## src/rtl/note_sequencer.sv

```systemverilog
// Note-level controller: queues note entries and plays them one at a time against the sample strobe.
// Optional macro NOTE_SEQ_GAP_EN inserts one silent sample tick between back-to-back notes.
module note_sequencer #(
  parameter int DEPTH = 16,
  parameter int DUR_W = 16
) (
  input  logic                     clk,
  input  logic                     rst,
  input  logic                     freq,
  input  logic                     enable,
  input  logic                     stop,
  input  logic                     wr_en,
  input  logic [2:0]               wr_gen,
  input  logic [7:0]               wr_sound,
  input  logic [DUR_W-1:0]         wr_dur,
  output logic                     full,
  output logic                     empty,
  output logic [$clog2(DEPTH):0]   level,
  output logic                     overflow,
  input  logic                     clr_ovf,
  output logic [7:0]               soundType,
  output logic [2:0]               genType,
  output logic                     startT,
  output logic                     busy,
  output logic                     note_done
);

  localparam int AW    = $clog2(DEPTH);
  localparam int LW    = AW + 1;
  localparam int ENT_W = 3 + 8 + DUR_W;

`ifdef NOTE_SEQ_GAP_EN
  typedef enum logic [1:0] {IDLE = 2'd0, PLAY = 2'd1, GAP = 2'd2} state_t;
`else
  typedef enum logic [0:0] {IDLE = 1'b0, PLAY = 1'b1} state_t;
`endif

  state_t           state;
  logic [DUR_W-1:0] cnt;

  logic [ENT_W-1:0] mem [DEPTH];
  logic [AW-1:0]    wr_ptr;
  logic [AW-1:0]    rd_ptr;
  logic [ENT_W-1:0] head;
  logic [2:0]       head_gen;
  logic [7:0]       head_sound;
  logic [DUR_W-1:0] head_dur;

  logic push;
  logic pop;
  logic ovf_evt;
  logic note_end;

  // A zero-length entry still has to sound for one sample tick.
  function automatic logic [DUR_W-1:0] sat_dur(input logic [DUR_W-1:0] d);
    return (d == '0) ? DUR_W'(1) : d;
  endfunction

  assign full       = (level == LW'(DEPTH));
  assign empty      = (level == '0);
  assign head       = mem[rd_ptr];
  assign head_gen   = head[ENT_W-1 -: 3];
  assign head_sound = head[DUR_W+7 -: 8];
  assign head_dur   = head[DUR_W-1:0];

  // full is the pre-pop value, so a push at full is always dropped; stop swallows pushes silently.
  assign push     = wr_en && !full && !stop;
  assign ovf_evt  = wr_en && full && !stop;
  assign note_end = (state == PLAY) && freq && (cnt == DUR_W'(1));
  assign note_done = note_end && !stop && !rst;

  always_comb begin
    pop = 1'b0;
    if (!stop) begin
      case (state)
        IDLE: pop = enable && !empty;
`ifdef NOTE_SEQ_GAP_EN
        GAP:  pop = freq && !empty;
`else
        PLAY: pop = note_end && enable && !empty;
`endif
        default: pop = 1'b0;
      endcase
    end
  end

  always_ff @(posedge clk) begin
    if (push) mem[wr_ptr] <= {wr_gen, wr_sound, wr_dur};
  end

  always_ff @(posedge clk) begin
    if (rst || stop) begin
      wr_ptr <= '0;
      rd_ptr <= '0;
      level  <= '0;
    end else begin
      if (push) wr_ptr <= wr_ptr + AW'(1);
      if (pop)  rd_ptr <= rd_ptr + AW'(1);
      level <= level + LW'(push) - LW'(pop);
    end
  end

  always_ff @(posedge clk) begin
    if (rst)          overflow <= 1'b0;
    else if (ovf_evt) overflow <= 1'b1;
    else if (clr_ovf) overflow <= 1'b0;
  end

  always_ff @(posedge clk) begin
    if (rst) begin
      state     <= IDLE;
      soundType <= 8'h00;
      genType   <= 3'd0;
      startT    <= 1'b0;
      busy      <= 1'b0;
      cnt       <= '0;
    end else begin
      startT <= 1'b0;
      if (stop) begin
        state     <= IDLE;
        soundType <= 8'h00;
        startT    <= 1'b1;
        busy      <= 1'b0;
      end else begin
        case (state)
          IDLE: begin
            if (pop) begin
              soundType <= head_sound;
              genType   <= head_gen;
              startT    <= 1'b1;
              busy      <= 1'b1;
              cnt       <= sat_dur(head_dur);
              state     <= PLAY;
            end
          end
          PLAY: begin
            if (note_end) begin
              if (enable && !empty) begin
`ifdef NOTE_SEQ_GAP_EN
                soundType <= 8'h00;
                startT    <= 1'b1;
                state     <= GAP;
`else
                soundType <= head_sound;
                genType   <= head_gen;
                startT    <= 1'b1;
                cnt       <= sat_dur(head_dur);
`endif
              end else begin
                soundType <= 8'h00;
                startT    <= 1'b1;
                busy      <= 1'b0;
                state     <= IDLE;
              end
            end else if (freq) begin
              cnt <= cnt - DUR_W'(1);
            end
          end
`ifdef NOTE_SEQ_GAP_EN
          GAP: begin
            if (freq) begin
              if (pop) begin
                soundType <= head_sound;
                genType   <= head_gen;
                startT    <= 1'b1;
                cnt       <= sat_dur(head_dur);
                state     <= PLAY;
              end else begin
                busy  <= 1'b0;
                state <= IDLE;
              end
            end
          end
`endif
          default: state <= IDLE;
        endcase
      end
    end
  end

endmodule

```

## config.mk

```make
export PLATFORM = sky130hd
export DESIGN_NAME = note_sequencer
export DESIGN_NICKNAME = d
export VERILOG_FILES = /design/src/rtl/note_sequencer.sv
export SDC_FILE = /design/constraint.sdc
export NUM_CORES = 1
export LEC_CHECK = 0
export CAP_MARGIN = 20
export CORE_AREA = 5 5 191 193
export CTS_CLUSTER_DIAMETER = 40
export CTS_CLUSTER_SIZE = 40
export DETAILED_ROUTE_END_ITERATION = 12
export DIE_AREA = 0 0 196 198
export PLACE_DENSITY_LB_ADDON = 0.25
export SLEW_MARGIN = 5
export SYNTH_ARGS = -nofsm -noshare
export SYNTH_HDL_FRONTEND = slang
export SYNTH_SLANG_ARGS = --single-unit
```

## constraint.sdc

```tcl
create_clock -name clk -period 9.8 [get_ports clk]
set_input_delay 0.98 -clock clk [delete_from_list [all_inputs] [get_ports clk]]
set_output_delay 0.98 -clock clk [all_outputs]
set_load 0.05 [all_outputs]
```

# [After elaboration in Yosys (flattened, before gate mapping)]
# Memories as Yosys holds them, arrays and structs flattened. A register that Yosys moved wholly into a read port is not among the register bits.
# Index checks and enable logic that the tools add are counted.
[word_totals] register_bits=44 mem_bits_rw=432 input_bits=34 output_inout_bits=22 wordCells=83 mem_count=1
[mem_list] name="mem" depth=16 word_bits=27 read_ports=1 rd_clocked_by_memory_dff=1 wr=1 line="41" source="logic [ENT_W-1:0] mem [DEPTH];"
[op_classes] addsub=5 n_eq_ne=8 mux=33 bitwise=2 n_reduce_logical=24
[ops] cell="16-bit 2-to-1 mux" n=5
[ops] cell="16-bit one-hot mux with 2 select lines" n=1
[ops] cell="8-bit 2-to-1 mux" n=3
[ops] cell="16-bit by 1-bit == test with 1-bit output (second input constant)" n=1
[ops] cell="16-bit zero test" n=1
[ops] cell="8-bit one-hot mux with 2 select lines" n=1
[ops] cell="16-bit by 1-bit subtractor with 16-bit output (second input constant)" n=1
[ops] cell="1-bit 2-to-1 mux" n=13
[ops] cell="1-bit logical AND" n=11
[ops] cell="3-bit 2-to-1 mux" n=3
[ops] cell="4-bit by 1-bit adder with 4-bit output (second input constant)" n=2
[ops] cell="4-bit 2-to-1 mux" n=2
[ops] cell="1-bit one-hot mux with 2 select lines" n=4
[ops] cell="4-bit AND reduction" n=2
[ops] cell="3-bit by 2-bit inequality test with 1-bit output (second input constant)" n=2
[ops] cell="3-bit one-hot mux with 2 select lines" n=1
[ops] cell="5-bit by 1-bit adder with 5-bit output" n=1
[ops] cell="5-bit == test (second input constant)" n=1
[ops] cell="5-bit zero test" n=1
[ops] cell="5-bit by 1-bit subtractor with 5-bit output" n=1
[ops] cell="1-bit zero test" n=4
[ops] cell="2-bit by 1-bit inequality test with 1-bit output (second input constant)" n=2
[ops] cell="2-bit inequality test (second input constant)" n=2
[ops] cell="3-bit AND reduction" n=1
[ops] cell="other kinds (5)" n=6

# [Longest topological paths before layout]
# Gate-level depths: netlist of the first run.
[logic_depth] depth_word=9 depth_mapped=15 ltp_nobuf=14

# [Worst setup path before layout of the first run]
# No wires, ideal clock.
[synth_timing] kind="flip-flop to flip-flop" startpoint="register level[3]" endpoint="register level[4]" setup_ns=0.070 arrival_ns=4.685 required_ns=9.730 slack_ns=5.045 stages_incl_launch_ff=15 n_path_buf=1 period_less_slack_ns=4.755 path_cell_list="dfxtp_1 -> inv_1 -> ha_1 -> nor4b_1 -> nand2b_1 -> clkbuf_1 -> nor3_2 -> ha_1 -> inv_1 -> ha_1 -> fa_1 -> a21oi_1 -> nor2_1 -> or3_1 -> a21oi_1"
[synth_between] elab_chain_len=6 elab_cells_between_ends=12 classes_between="2 x add/sub; 1 x eq/ne; 2 x mux; 7 x reduce/logical"
[synth_rtl] item="from (decl)" line="18" source="output logic [$clog2(DEPTH):0] level,"
[synth_rtl] item="from (signal assigned)" line="99" source="level <= level + LW'(push) - LW'(pop);"
[synth_rtl] item="5-bit zero test (*)" line="60" source="assign empty = (level == '0);"
[synth_rtl] item="named net empty" line="17" source="output logic empty,"
[synth_rtl] item="1-bit zero test (*)" line="76, 80"
[synth_rtl] item="1-bit logical AND (on tied branches)" line="80, 76"
[synth_rtl] item="1-bit one-hot mux with 2 select lines (*)" line="75" source="case (state)"
[synth_rtl] item="1-bit 2-to-1 mux (*)" line="74" source="if (!stop) begin"
[synth_rtl] item="named net pop" line="50" source="logic pop;"
[synth_rtl] item="5-bit by 1-bit subtractor with 5-bit output (*)" line="99"
# The timed path passes the listed nets; every way through them passes the cells marked *.
# A chain may end at the register's enable or synchronous reset.

# [Final worst setup path of the first run]
[layout_timing] startpoint="input port rst" endpoint="output port note_done"
[layout_between] elab_chain_len=2
[layout_rtl] item="from (decl)" line="8" source="input logic rst,"
[layout_rtl] item="1-bit zero test" line="70" source="assign note_done = note_end && !stop && !rst;"
[layout_rtl] item="1-bit logical AND" line="70"
[layout_rtl] item="to (decl)" line="25" source="output logic note_done"
# Every way passes these cells.

==> results of run 1 <==
## routing by layer
| metal | global-route usage, % | vias to the layer above | share of wire (%) |
|---|---|---|---|
| li1 | - | 4072 | - |
| met1 | 29.49 | 4799 | 43 |
| met2 | 31.32 | 291 | 48 |
| met3 | 3.982 | 59 | 6.8 |
| met4 | 5.224 | 2 | 1.9 |
| met5 | 0 | - | 0.034 |
## stage by stage
stage	utilization (%)	setup slack [ns]	hold slack [ns]
finish	63.25	5.203	0.4539
global route	63.25	5.107	0.4628
CTS	62.90	5.213	0.4535
detailed placement	57.64	5.211	0.4447
global placement	57.64	5.235	0.4422
floorplan	-	5.045	0.4674
## report_power, final
group | internal [W] | switching (W)
Combinational | 0.000121 | 0.000168
Clock | 0.00116 | 0.000850
Sequential | 0.00225 | 0.0000219
Total | 0.00353 | 0.00104
## kinds of logic after synthesis
| group | after synthesis |
|---|---|
| DFF | 480 |
| xor gates and xnor gates | 17 |
| buffers and inverters | 63 |
| adders and majority gates | 14 |
| AOI/OAI and AO/OA | 102 |
| and+or+nand+nor | 152 |
| muxes | 123 |
## worst max-delay path: stages
cell and delay, ns:
clkdlybuf4s50_1 0.88, or2_2 0.75, nor2_1 0.18, clkdlybuf4s50_1 0.82
## path summary, 6_finish.rpt
| path | to | start | cells past startpoint | slack (ns) |
|---|---|---|---|---|
| max | note_done | rst | 4 | 5.20 |
| min | soundType[7] | soundType[7] | 2 | 0.45 |
| max reg2reg | level[4] | cnt[6] | 12 | 6.07 |
| min reg2reg | soundType[7] | soundType[7] | 2 | 0.45 |
## synthesized netlist by cell type, types with 2 or more instances
cell / n
a22oi_1: 30
nand2_1: 40
nor2b_1: 2
inv_1: 14
clkbuf_1: 33
xnor2_1: 7
o21ai_0: 12
a21oi_1: 35
nor2_1: 52
buf_6: 4
nor4b_1: 3
nand2b_1: 5
or2_2: 3
dfxtp_1: 48
mux4_2: 119
nand4_1: 2
mux2i_1: 4
edfxtp_1: 432
buf_2: 9
a21o_1: 2
nor3_1: 15
nor4_1: 7
o31ai_1: 2
a22oi_2: 2
xor2_1: 10
a211oi_1: 12
nand3_1: 11
ha_1: 13
## flip-flops by register name, indices dropped and copies added (netlist names), 3 cells and up, named ones only
name	flops
mem	432
genType	3
wr_ptr	4
soundType	8
level	5
cnt	16
rd_ptr	4
## layout by cell type (no fill, tap or decap), drive strengths merged, types with 3 or more instances in the layout
master and instances:
a211oi 12, edfxtp 432, nor4 8, clkbuf 57
a22oi 32, nand3 11, o21ai 14, mux2i 4
xnor2 7, clkinv 15, buf 25, nor4b 3
nor3 16, mux4 119, bufinv 5, nor2 52
nand2 40, or2 3, nand2b 5, dfxtp 48
xor2 10, clkdlybuf4s50 55, a21oi 35, inv 28
clkinvlp 6, ha 13
## cell type report
type / count / share of cell area, %
Clock buffer: 57 / 6.169
Timing Repair Buffer: 80 / 3.741
Sequential cell: 480 / 64.12
Clock inverter: 40 / 2.152
Tap cell: 455 / 2.618
Multi-Input combinational cell: 408 / 20.96
Inverter: 14 / 0.2417
==> metrics.md, run 1 <==
| Metric | Value |
|---|---|
| Share of layout cells above drive strength 1 | `24.10%` |
| Footprint of the multi-input gates | `4557 µm²` |
| First-pass GRT wire length | `58.44 mm` |
| Die H | `198 µm` |
| Final Wtd Congestion | `0.7831` |
| CTS buffer count | `53` |
| Post-placement cell count | `1431` |
| Worst endpoint required time | `8.82 ns` |
| VDD IR-drop max | `194.5 µV` |
| Largest family of logic cells by synthesized area | `multiplexers` |
| Static leakage | `6.749 nW` |
| Worst-skew pair later-pin latency | `0.57 ns` |
| Adder-cell share of the synthesized area | `0.9780%` |
| Relative max-transition margin | `25.75%` |
| IO Count | `56` |
| # hold bufs at CTS | `0` |
| Post-synthesis simple-gate area fraction | `3.899%` |
| Post-cts sizing count | `0` |
| Xor/xnor share of the synthesized area | `0.7972%` |
| Hold Crit Class | `flip-flop to flip-flop` |
| Post-DP Area | `19810 µm²` |
| Synthesized flop and latch total | `480` |
| Status | `finished, final reports clean` |
| Storage cell area | `13940 µm²` |
| CTS tree | `built` |
| Die W | `196 µm` |
| Total track usage | `19.99%` |
| DR vias | `9223` |
| Drt wl/cell | `24.77 µm` |
| Power Dens Cells | `210.3 nW/µm²` |
| Worst Setup Start Kind | `input pin` |
| Final Cycle Share | `46.90%` |
| Rows | `68` |
| Inserted Diodes | `0` |
| Area of the die | `38810 µm²` |
| Area contributors post-synth | `edfxtp_1 69%, mux4_2 14%, dfxtp_1 5.1%` |
| Clk buf depth | `3` |
| Post-CTS Setup Bufs | `0` |
| Synth Area in Compound Gates | `3.570%` |
| Filler instances | `2317` |
| Area Overhead vs Synth | `16.41%` |
| Pin count of the biggest net entering global routing | `66` |
| Leading area contributor after synthesis | `edfxtp_1` |
| EDFF count, synth | `432` |
| CTS root buffer | `clkbuf_16` |
| Max Clk Rate | `217.5 MHz` |
| Dominant synthesized flop cell | `edfxtp_1` |
| Critical Path AT | `3.62 ns` |
| Setup_tns | `0 ns` |
| Initial Utilization | `54.34%` |
| Count of final max-slew check failures | `0` |
| Crit Path Max Fanout | `25` |
| GRT overflow | `0` |
| Ys Warns | `0` |
| Clock slew at reported path FFs | `0.07 ns` |
| Fin area | `21740 µm²` |
| Initial antenna violation count | `1` |
| Syn Nets | `999` |
| Multiplexer area fraction after synthesis | `14.56%` |
| Vias in the first global route | `9416` |
| RSZ-0062 raised after global routing | `false` |
| Post-synth cell types | `51` |
| Setup Skew | `0.02463 ns` |
| Post-Synthesis Cells | `951` |
| I/O Buffers | `55` |
| CP Class | `input pin to output pin` |
| H-tree depth | `2` |
| Routed Antenna Nets | `0` |
| Syn_area_per_cell | `19.64 µm²` |
| DRT iter0 DRCs | `914` |
| Max Cap Viol | `0` |
| Worst slew pin tran | `1.111 ns` |
| Async set-reset flop share out of synthesis | `0%` |
| Yosys top cell area share | `69.45%` |
| Total wire length | `37.99 mm` |
| Final setup violation count | `0` |
| Tmin final | `4.597 ns` |
| Vias per cell | `6.012` |
| PnR Total Power | `0.004571 W` |
| CP Capture Type | `output pin` |
| Final hold viol count | `0` |
| Syn Std Cell Area | `18680 µm²` |
| Core area | `34370 µm²` |
| CTS sink cnt | `480` |
| Sequential share of the synthesized area | `74.60%` |
| Detailed Routing Iterations Pass 1 | `5` |
| Finished Layout Cells | `1534` |
| DP HPWL | `20.91 mm` |
| DRC violations left | `0` |
| Nets@finish | `1085` |
Note: power is estimated with default switching activity, not from simulation.
==> run 2, diff against run 1 <==
==> constraint.sdc (replaced) <==
create_clock -name clk -period 3.8 [get_ports clk]
set_input_delay 0.38 -clock clk [delete_from_list [all_inputs] [get_ports clk]]
set_output_delay 0.38 -clock clk [all_outputs]
set_load 0.05 [all_outputs]
==> run 2 against run 1 <==
Sequential cell count did not move. Final cell count up 1.4%. Register-to-register slack worse by 5.3 ns. Sequential power rose to 2.6 times the previous value. Critical endpoint unchanged. Highest routed layer unchanged.
==> metrics.md, run 2 (synthesized netlist as in run 1, its figures left out) <==
| Metric | Value |
|---|---|
| Status | `finished, final reports clean` |
| DRC violations left | `0` |
| Final setup violation count | `0` |
| First-pass GRT wire length | `60.92 mm` |
| DR vias | `9468` |
| Core area | `34370 µm²` |
| Die W | `196 µm` |
| Setup Skew | `0.02242 ns` |
| DRT iter0 DRCs | `838` |
| # hold bufs at CTS | `0` |
| Total wire length | `40.62 mm` |
| Most flop-heavy register | `mem` |
| IO Count | `56` |
| CP cell instances | `nor4_4 -> nand3_1 -> or2_2 -> nor2_1 -> clkdlybuf4s50_1` |
| Max Cap Viol | `0` |
| Rows | `68` |
| Tmin final | `3.280 ns` |
| Max Clk Rate | `304.9 MHz` |
| Filler instances | `2317` |
| Comb pwr share | `6.4%` |
| Nets@finish | `1104` |
| Critical Path AT | `2.90 ns` |
| Worst path slowest cell | `clkdlybuf4s50_1` |
| Inserted Diodes | `0` |
| CTS root buffer | `clkbuf_16` |
| Worst endpoint required time | `3.42 ns` |
| Cell-internal power | `0.009145 W` |
| Area of the die | `38810 µm²` |
| VDD IR-drop max | `577.3 µV` |
| Drt wl/cell | `26.11 µm` |
| Hold slack | `0.4542 ns` |
| Commonest non-fill, non-tap cell in the layout | `edfxtp_1` |
| Power Dens Cells | `538.5 nW/µm²` |
| CP Class | `flip-flop to output pin` |
| RSZ-0062 raised after global routing | `false` |
| DP HPWL | `23.10 mm` |
| Pin count of the biggest net entering global routing | `33` |
| WHS Path Cells | `3` |
| CP max stage delay | `0.82 ns` |
| Seq pwr share | `49.3%` |
| CTS tree | `built` |
| Most frequent cells in the layout | `432 x edfxtp_1, 119 x mux4_2, 55 x clkbuf_16, 55 x clkdlybuf4s50_1, 46 x dfxtp_1` |
| Routed Antenna Nets | `0` |
| Clk buf depth | `3` |
| R2R depth | `13` |
| NetSw | `0.002725 W` |
| Worst Setup Start Kind | `flip-flop` |
| H-tree depth | `2` |
| Post-CTS Setup Bufs | `0` |
| Vias in the first global route | `9758` |
| Total track usage | `21.24%` |
| Post-cts sizing count | `0` |
| CTS sink cnt | `480` |
| Final Wtd Congestion | `0.7486` |
| CTS buffer count | `54` |
| Clock slew at reported path FFs | `0.06 ns` |
| Worst-skew pair later-pin latency | `0.59 ns` |
| Largest register FFs | `432` |
| GRT overflow | `0` |
| Clock share of power | `44.2%` |
| Hold Crit Class | `input pin to flip-flop` |
| CP Capture Type | `output pin` |
| I/O Buffers | `55` |
| Initial antenna violation count | `1` |
| Relative max-transition margin | `60.75%` |
| Static leakage | `6.867 nW` |
| Final hold viol count | `0` |
| Top flop regs | `mem: 432 flops, cnt: 16 flops, soundType: 8 flops` |
| Count of final max-slew check failures | `0` |
| Initial Utilization | `54.34%` |
| Area Overhead vs Synth | `18.01%` |
| Vias per cell | `6.085` |
| Detailed Routing Iterations Pass 1 | `5` |
| Crit Path Max Fanout | `8` |
| Die H | `198 µm` |
| Worst slew pin tran | `0.5874 ns` |
| Net Sw Frac | `22.95%` |
| Final Cycle Share | `86.31%` |
| Share of layout cells above drive strength 1 | `25.89%` |
| Setup_tns | `0 ns` |
-- run 2: cell types whose count changed in the layout (fill, tap and decap cells not counted), moves of 4 or more --
cell    delta
nor3_2     -4
buf_4     +11
nor3_4     +4
buf_12    +10
-- run 2: through the flow --
step	setup WS, ns	total power, W	instance area (µm²)	std cells	utilization [%]
after floorplan	-0.1885	0.006477	18720	951	-
after global placement	0.6271	0.006720	20190	1455	58.75
after detailed placement	0.6050	0.006733	20190	1455	58.75
after CTS	0.4977	0.01195	22040	1556	64.12
after global routing	0.3419	0.01226	22040	1556	64.12
final	0.5204	0.01187	22040	1556	64.12
-- run 2: layer usage --
layer | global-route usage (%) | vias to the layer above | routed length (µm)
met5 | 0 | - | 7
met4 | 6.362 | 2 | 898
met3 | 4.730 | 69 | 3396
met2 | 35.10 | 390 | 20100
met1 | 28.87 | 4896 | 16220
li1 | - | 4111 | -
-- run 2: path summary, 6_finish.rpt --
check                 end          from  slack, ns
min              overflow         wr_en       0.45
min reg2reg  soundType[4]  soundType[4]       0.46
max             note_done        cnt[2]       0.52
max reg2reg      level[4]      level[2]       0.79
-- run 2: layout make-up --
| cell class | count | area (µm²) | share of cell area, % |
|---|---|---|---|
| flip-flops and latches | 480 | 13940 | 63.25 |
| multi-input cells | 408 | 4594 | 20.84 |
| clock buffers | 58 | 1388 | 6.295 |
| repair buffers | 98 | 1036 | 4.700 |
| well taps | 455 | 569.3 | 2.583 |
| clock inverters | 43 | 460.4 | 2.089 |
| inverters | 14 | 52.55 | 0.2384 |
-- run 2: power by group through the flow --
stage	combinational [W]	sequential, W	clock, W
after global routing	0.000838	0.00586	0.00556
after CTS	0.000771	0.00585	0.00533
after floorplan	0.000495	0.00598	0
after global placement	0.000757	0.00596	0
after detailed placement	0.000766	0.00597	0
final	0.000764	0.00585	0.00525
-- run 2: critical path: cells and delay by family (launching register included) --
| kind | cells | cell delay (ns) |
|---|---|---|
| simple gates | 4 | 1.13 |
| flops | 1 | 0.37 |
| buf+inv | 1 | 0.82 |
==> run 3, diff against run 2 <==
--- a/config.mk
+++ b/config.mk
@@ -11,6 +11,7 @@
 export CTS_CLUSTER_SIZE = 40
 export DETAILED_ROUTE_END_ITERATION = 12
 export DIE_AREA = 0 0 196 198
+export GPL_ROUTABILITY_DRIVEN = 0
 export PLACE_DENSITY_LB_ADDON = 0.25
 export SLEW_MARGIN = 5
 export SYNTH_ARGS = -nofsm -noshare
==> results of run 3 <==
The final DEF is identical to that of run 2; final timing and power are the same.
